===== config.mk =====
export PLATFORM = sky130hd
export DESIGN_NAME = cla_nibble_seq_adder
export DESIGN_NICKNAME = d
export VERILOG_FILES = /design/src/rtl/cla_pkg.sv /design/src/rtl/cla4_slice.sv /design/src/rtl/cla_nibble_seq_adder.sv
export SDC_FILE = /design/constraint.sdc
export NUM_CORES = 1
export LEC_CHECK = 0
export BUFFER_PORTS_ARGS = -buffer_cell sky130_fd_sc_hd__buf_2
export CAP_MARGIN = 20
export CORE_MARGIN = 2
export CORE_UTILIZATION = 50
export DETAILED_ROUTE_END_ITERATION = 7
export PLACE_DENSITY_LB_ADDON = 0.05
export SKIP_CTS_REPAIR_TIMING = 1
export SLEW_MARGIN = 15
export SYNTH_ARGS = -nofsm -noshare
export SYNTH_HDL_FRONTEND = slang
export SYNTH_SLANG_ARGS = --single-unit
export TNS_END_PERCENT = 100

===== constraint.sdc =====
create_clock -name clk -period 2.35 [get_ports clk]
set_input_delay 0.47 -clock clk [delete_from_list [all_inputs] [get_ports clk]]
set_output_delay 0.47 -clock clk [all_outputs]
set_load 0.01 [all_outputs]

===== src/rtl/cla_pkg.sv =====
// Shared definitions for the nibble-serial carry-lookahead adder:
// slice width, FSM state encoding and counter sizing.
package cla_pkg;

    localparam int NIBBLE_W = 4;

    typedef enum logic [1:0] {
        IDLE = 2'd0,
        RUN  = 2'd1,
        DONE = 2'd2
    } state_t;

    // Bits needed to count n items, never less than one so a single-nibble
    // adder still gets a legal counter.
    function automatic int clog2(input int n);
        int w;
        w = 1;
        while ((1 << w) < n) begin
            w = w + 1;
        end
        return w;
    endfunction

endpackage


===== src/rtl/cla4_slice.sv =====
// Combinational 4-bit carry-lookahead adder; every carry is expanded
// directly from propagate/generate terms and the carry in.
module cla4_slice (
    input  logic [3:0] a,
    input  logic [3:0] b,
    input  logic       cin,
    output logic [3:0] sum,
    output logic       cout
);

    logic [3:0] p;
    logic [3:0] g;
    logic [4:0] c;

    assign p = a ^ b;
    assign g = a & b;

    assign c[0] = cin;
    assign c[1] = g[0] | (p[0] & cin);
    assign c[2] = g[1] | (p[1] & g[0]) | (p[1] & p[0] & cin);
    assign c[3] = g[2] | (p[2] & g[1]) | (p[2] & p[1] & g[0])
                | (p[2] & p[1] & p[0] & cin);
    assign c[4] = g[3] | (p[3] & g[2]) | (p[3] & p[2] & g[1])
                | (p[3] & p[2] & p[1] & g[0])
                | (p[3] & p[2] & p[1] & p[0] & cin);

    assign sum  = p ^ c[3:0];
    assign cout = c[4];

endmodule


===== src/rtl/cla_nibble_seq_adder.sv =====
// WIDTH-bit adder that reuses one 4-bit lookahead slice over NIBBLES cycles,
// LS nibble first, with valid/ready handshakes on both sides.
module cla_nibble_seq_adder
    import cla_pkg::*;
#(
    parameter int WIDTH = 16
) (
    input  logic             clk,
    input  logic             rst_n,
    input  logic             in_valid,
    output logic             in_ready,
    input  logic [WIDTH-1:0] a,
    input  logic [WIDTH-1:0] b,
    input  logic             cin,
    output logic             out_valid,
    input  logic             out_ready,
    output logic [WIDTH-1:0] sum,
    output logic             cout,
    output logic             busy
);

    localparam int NIBBLES = WIDTH / NIBBLE_W;
    localparam int CW      = clog2(NIBBLES);
    localparam logic [CW-1:0] LAST = CW'(NIBBLES - 1);

    generate
        if (WIDTH < NIBBLE_W || (WIDTH % NIBBLE_W) != 0) begin : g_bad_width
            $error("cla_nibble_seq_adder: WIDTH must be a multiple of 4 and >= 4");
        end
    endgenerate

    state_t           state_q;
    logic [WIDTH-1:0] a_q;
    logic [WIDTH-1:0] b_q;
    logic [WIDTH-1:0] sum_q;
    logic [CW-1:0]    cnt_q;
    logic             carry_q;
    logic             cout_q;

    logic [WIDTH-1:0] a_d;
    logic [WIDTH-1:0] b_d;
    logic [WIDTH-1:0] sum_d;
    logic [3:0]       slice_sum;
    logic             slice_cout;

    cla4_slice u_slice (
        .a    (a_q[NIBBLE_W-1:0]),
        .b    (b_q[NIBBLE_W-1:0]),
        .cin  (carry_q),
        .sum  (slice_sum),
        .cout (slice_cout)
    );

    assign a_d = a_q >> NIBBLE_W;
    assign b_d = b_q >> NIBBLE_W;

    // Each slice result enters at the top so after NIBBLES shifts the
    // first (least significant) nibble has reached bit 0.
    generate
        if (NIBBLES == 1) begin : g_one_nibble
            assign sum_d = slice_sum;
        end else begin : g_multi_nibble
            assign sum_d = {slice_sum, sum_q[WIDTH-1:NIBBLE_W]};
        end
    endgenerate

    always_ff @(posedge clk or negedge rst_n) begin
        if (!rst_n) begin
            state_q <= IDLE;
            a_q     <= '0;
            b_q     <= '0;
            sum_q   <= '0;
            cnt_q   <= '0;
            carry_q <= 1'b0;
            cout_q  <= 1'b0;
        end else begin
            case (state_q)
                IDLE: begin
                    if (in_valid) begin
                        a_q     <= a;
                        b_q     <= b;
                        carry_q <= cin;
                        cnt_q   <= '0;
                        state_q <= RUN;
                    end
                end
                RUN: begin
                    a_q     <= a_d;
                    b_q     <= b_d;
                    sum_q   <= sum_d;
                    carry_q <= slice_cout;
                    cnt_q   <= cnt_q + CW'(1);
                    if (cnt_q == LAST) begin
                        cout_q  <= slice_cout;
                        state_q <= DONE;
                    end
                end
                DONE: begin
                    if (out_ready) begin
                        state_q <= IDLE;
                    end
                end
                default: begin
                    state_q <= IDLE;
                end
            endcase
        end
    end

    assign in_ready  = (state_q == IDLE);
    assign out_valid = (state_q == DONE);
    assign busy      = (state_q != IDLE);
    assign sum       = sum_q;
    assign cout      = cout_q;

endmodule

==> flow_summary.json <==
{
  "status": "finished, final reports clean",
  "avgSynthCellArea_um2": 9.61,
  "crit_path_max_incr_delay_ns": 0.59,
  "worstHoldPathType": "in -> async",
  "power.share.combinational_pct": 44.8,
  "groute.usage.overall_pct": 21.8,
  "cts_buffer_depth": 2,
  "post-dp-hpwl_um": 4210,
  "dieWidth_um": 78.0,
  "synth-async-reset-ratio_pct": 100,
  "gr-total-overflow": 0,
  "synth-warning-count": 0,
  "ctsRootBufferMaster": "clkbuf_8",
  "synth_seq_area_share_pct": 49.4,
  "routability_congestion": 0.743,
  "p_int_mw": 2.41,
  "main_combinational_cell_family_by_area_after_synthesis": "compound AO/OA/AOI/OAI gates",
  "synth_flop_cell": "dfrtp_1",
  "worst_pin_slew_ns": 0.663,
  "number_of_synthesized_register_bits": 54,
  "synthesized_area_fraction_occupied_by_ao_oa_aoi_and_oai_cells_pct": 24.7,
  "synthDistinctLibCells": 31,
  "starting_density_pct": 52.6,
  "drive_gt1_share_pct": 25.6,
  "worst_setup_path_end_kind": "primary output",
  "cts_tree": "done",
  "fillerInstances": 476,
  "grt_setup_unrepaired": "false",
  "wl_per_cell_um": 14.8,
  "netSwitchingFraction_pct": 41.0,
  "antenna_violating_nets_post_route": 0,
  "fp-row-count": 26,
  "sequentialPowerShare_pct": 39.6,
  "ios": 57,
  "drc": 0,
  "ys_top_cells_by_area": "dfrtp_1 49%, nand2_1 7.3%, nor2b_1 5.9%, a21oi_1 5.1%, a22oi_2 4.6%",
  "worst-path-max-fanout": 10,
  "post_synth_and_or_nand_nor_area_fraction_pct": 16.1,
  "worst_setup_slack_final_ns": 0.611,
  "clkLatencyLatePin_ns": 0.32,
  "critical_path_class": "reg -> out",
  "synth_xor_xnor_area_share_pct": 0.320,
  "max-vdd-ir-drop_v": 0.000564,
  "clkTransAtPathRegs_ns": 0.11,
  "core-area_um2": 5200,
  "drt_wl_total_um": 6060,
  "final.period_utilization_pct": 74.0,
  "post_synth_mux_area_share_pct": 0,
  "syn2layout_area_growth_pct": 15.8,
  "clock_power_share_pct": 15.6,
  "cellLeakagePower_nw": 1.52,
  "worst_clock_skew_ns": 0.0119,
  "fin_util_pct": 60.9,
  "setup_violations": 0,
  "post_synth_fa_ha_maj_area_fraction_pct": 3.02,
  "finalHoldViolCount": 0,
  "drv_cap": 0,
  "htree_levels": 2,
  "pin_count_of_the_biggest_net_entering_global_routing": 33,
  "drt_first_pass_iters": 4,
  "synth_area_leader_cell": "dfrtp_1",
  "number_of_enable_flip_flop_cells_after_synthesis": 0,
  "grt_pass1_vias": 2174,
  "pre_cts_slack_ns": 0.711,
  "finalCriticalPeriod_ns": 1.74,
  "critical_path.top_delay_family": "flip-flops",
  "synth_fp_nets": 328,
  "design.die.area_um2": 6080,
  "numnets_final": 382,
  "buffering_stage_count_on_the_worst_path_with_inverters_included": 1,
  "synth_cells": 285,
  "power_density_nw_per_um2": 1290,
  "grt_antenna_before_repair": 0,
  "drt_first_iter_violations": 80,
  "io_buffer_count": 56,
  "cts_inserted_buffers": 5,
  "routed-via-count": 2226,
  "grt_first_pass_wirelength_um": 10600,
  "syn_area_um2": 2740,
  "synthDominantCellAreaShare_pct": 49.4,
  "drt-vias-per-instance": 5.43,
  "max_clock_freq_ghz": 0.575,
  "crit_slowest_cell": "dfrtp_1",
  "worst_slew_margin_rel_pct": 55.7,
  "fin_max_slew_vios": 0,
  "num_antenna_cells": 0,
  "floorplan.die.height_um": 78.0,
  "crit_path_start_kind": "flip-flop",
  "numClockSinks": 54,
  "pnr_total_power_mw": 4.09,
  "critPathArrivalTime_ns": 1.27,
  "crit_required_ns": 1.88,
  "total_switching_power_mw": 1.68,
  "worstPathCellList": "nor2b_1 -> buf_2",
  "setup-tns-final_ns": 0
}
==> synthesized netlist by cell type, types with 4 or more instances <==
master    instances
a22oi_1          12
clkbuf_1          4
a22oi_2          10
o21ai_1          23
buf_2             6
nor2b_1          26
and2b_1           4
a21oi_1          28
buf_6             5
nand2_1          53
buf_4             4
o21ai_0          16
dfrtp_1          54
inv_1             8
ha_1              5
==> stage by stage <==
| step | hold WS [ns] | area [um^2] | std cells |
|---|---|---|---|
| final | 0.120 | 3170 | 410 |
| after global routing | 0.159 | 3170 | 410 |
| after CTS | 0.137 | 3170 | 410 |
| after detailed placement | 0.459 | 3060 | 402 |
| after global placement | 0.458 | 3060 | 402 |
| after floorplan | 0.174 | 2740 | 285 |
==> kinds of logic after synthesis <==
logic type      Yosys count
fa+ha+maj                 6
flops                    54
buf+inv                  28
compound gates          105
xor+xnor                  1
simple gates             91
==> final timing paths <==
path / startpoint / to / slack [ns] / cells past startpoint
min reg2reg: sum[0] / sum[0] / 0.48 / 2
max in group asynchronous: rst_n / b_q[3] / 1.66 / 2
min in group clk: b[13] / b_q[13] / 0.41 / 3
max: state_q[1] / out_valid / 0.61 / 2
max reg2reg: state_q[1] / carry_q / 0.74 / 5
min: rst_n / sum[0] / 0.12 / 1
==> state kept, by name (all words and copies together) (netlist names) <==
| register | flops |
|---|---|
| carry_q | 1 |
| state_q | 2 |
| a_q | 16 |
| b_q | 16 |
| cnt_q | 2 |
| sum | 16 |
| cout | 1 |
==> power groups by stage <==
stage	clock, mW	combinational [mW]	sequential (mW)
6_report	0.638	1.83	1.62
5_1_grt	0.688	2.10	1.68
4_1_cts	0.648	1.85	1.62
3_5_place_dp	0	1.85	1.64
3_3_place_gp	0	1.81	1.63
2_1_floorplan	0	1.37	1.64
==> routing by layer <==
metal	GRT usage, %	vias up	wire length [um]
li1	-	1093	-
met1	30.0	1066	2830
met2	35.8	62	2860
met3	4.53	5	303
met4	4.74	0	58
met5	0	-	0
==> layout by cell type, fill, tap and decap left out <==
| cell | n |
|---|---|
| and3_1 | 1 |
| a2bb2oi_1 | 1 |
| and2_1 | 2 |
| clkbuf_8 | 5 |
| a221oi_1 | 3 |
| o21ai_0 | 16 |
| a22oi_1 | 12 |
| buf_4 | 10 |
| nor2_1 | 3 |
| clkinvlp_4 | 2 |
| a21oi_1 | 28 |
| bufinv_16 | 1 |
| xor2_1 | 1 |
| inv_1 | 8 |
| ha_1 | 5 |
| buf_12 | 1 |
| and2b_1 | 4 |
| buf_2 | 56 |
| nand2_1 | 53 |
| a22oi_2 | 10 |
| a22o_1 | 3 |
| a31oi_1 | 3 |
| o21bai_1 | 1 |
| nor2b_1 | 25 |
| o21ai_1 | 23 |
| nor2b_2 | 1 |
| fa_1 | 1 |
| a21o_1 | 2 |
| a211oi_1 | 2 |
| dfrtp_1 | 54 |
| nor2b_4 | 1 |
| o2bb2ai_1 | 1 |
| nand2b_1 | 1 |
==> final cells by class <==
cell class | count | area, um^2 | share of cell area, %
Multi-Input combinational cell | 203 | 1210 | 38.2
Inverter | 8 | 30.0 | 0.947
Timing Repair Buffer | 67 | 375 | 11.8
Clock buffer | 5 | 68.8 | 2.17
Tap cell | 70 | 87.6 | 2.76
Clock inverter | 3 | 45.0 | 1.42
Sequential cell | 54 | 1350 | 42.6
No activity file was read; power rests on OpenSTA's default activity.
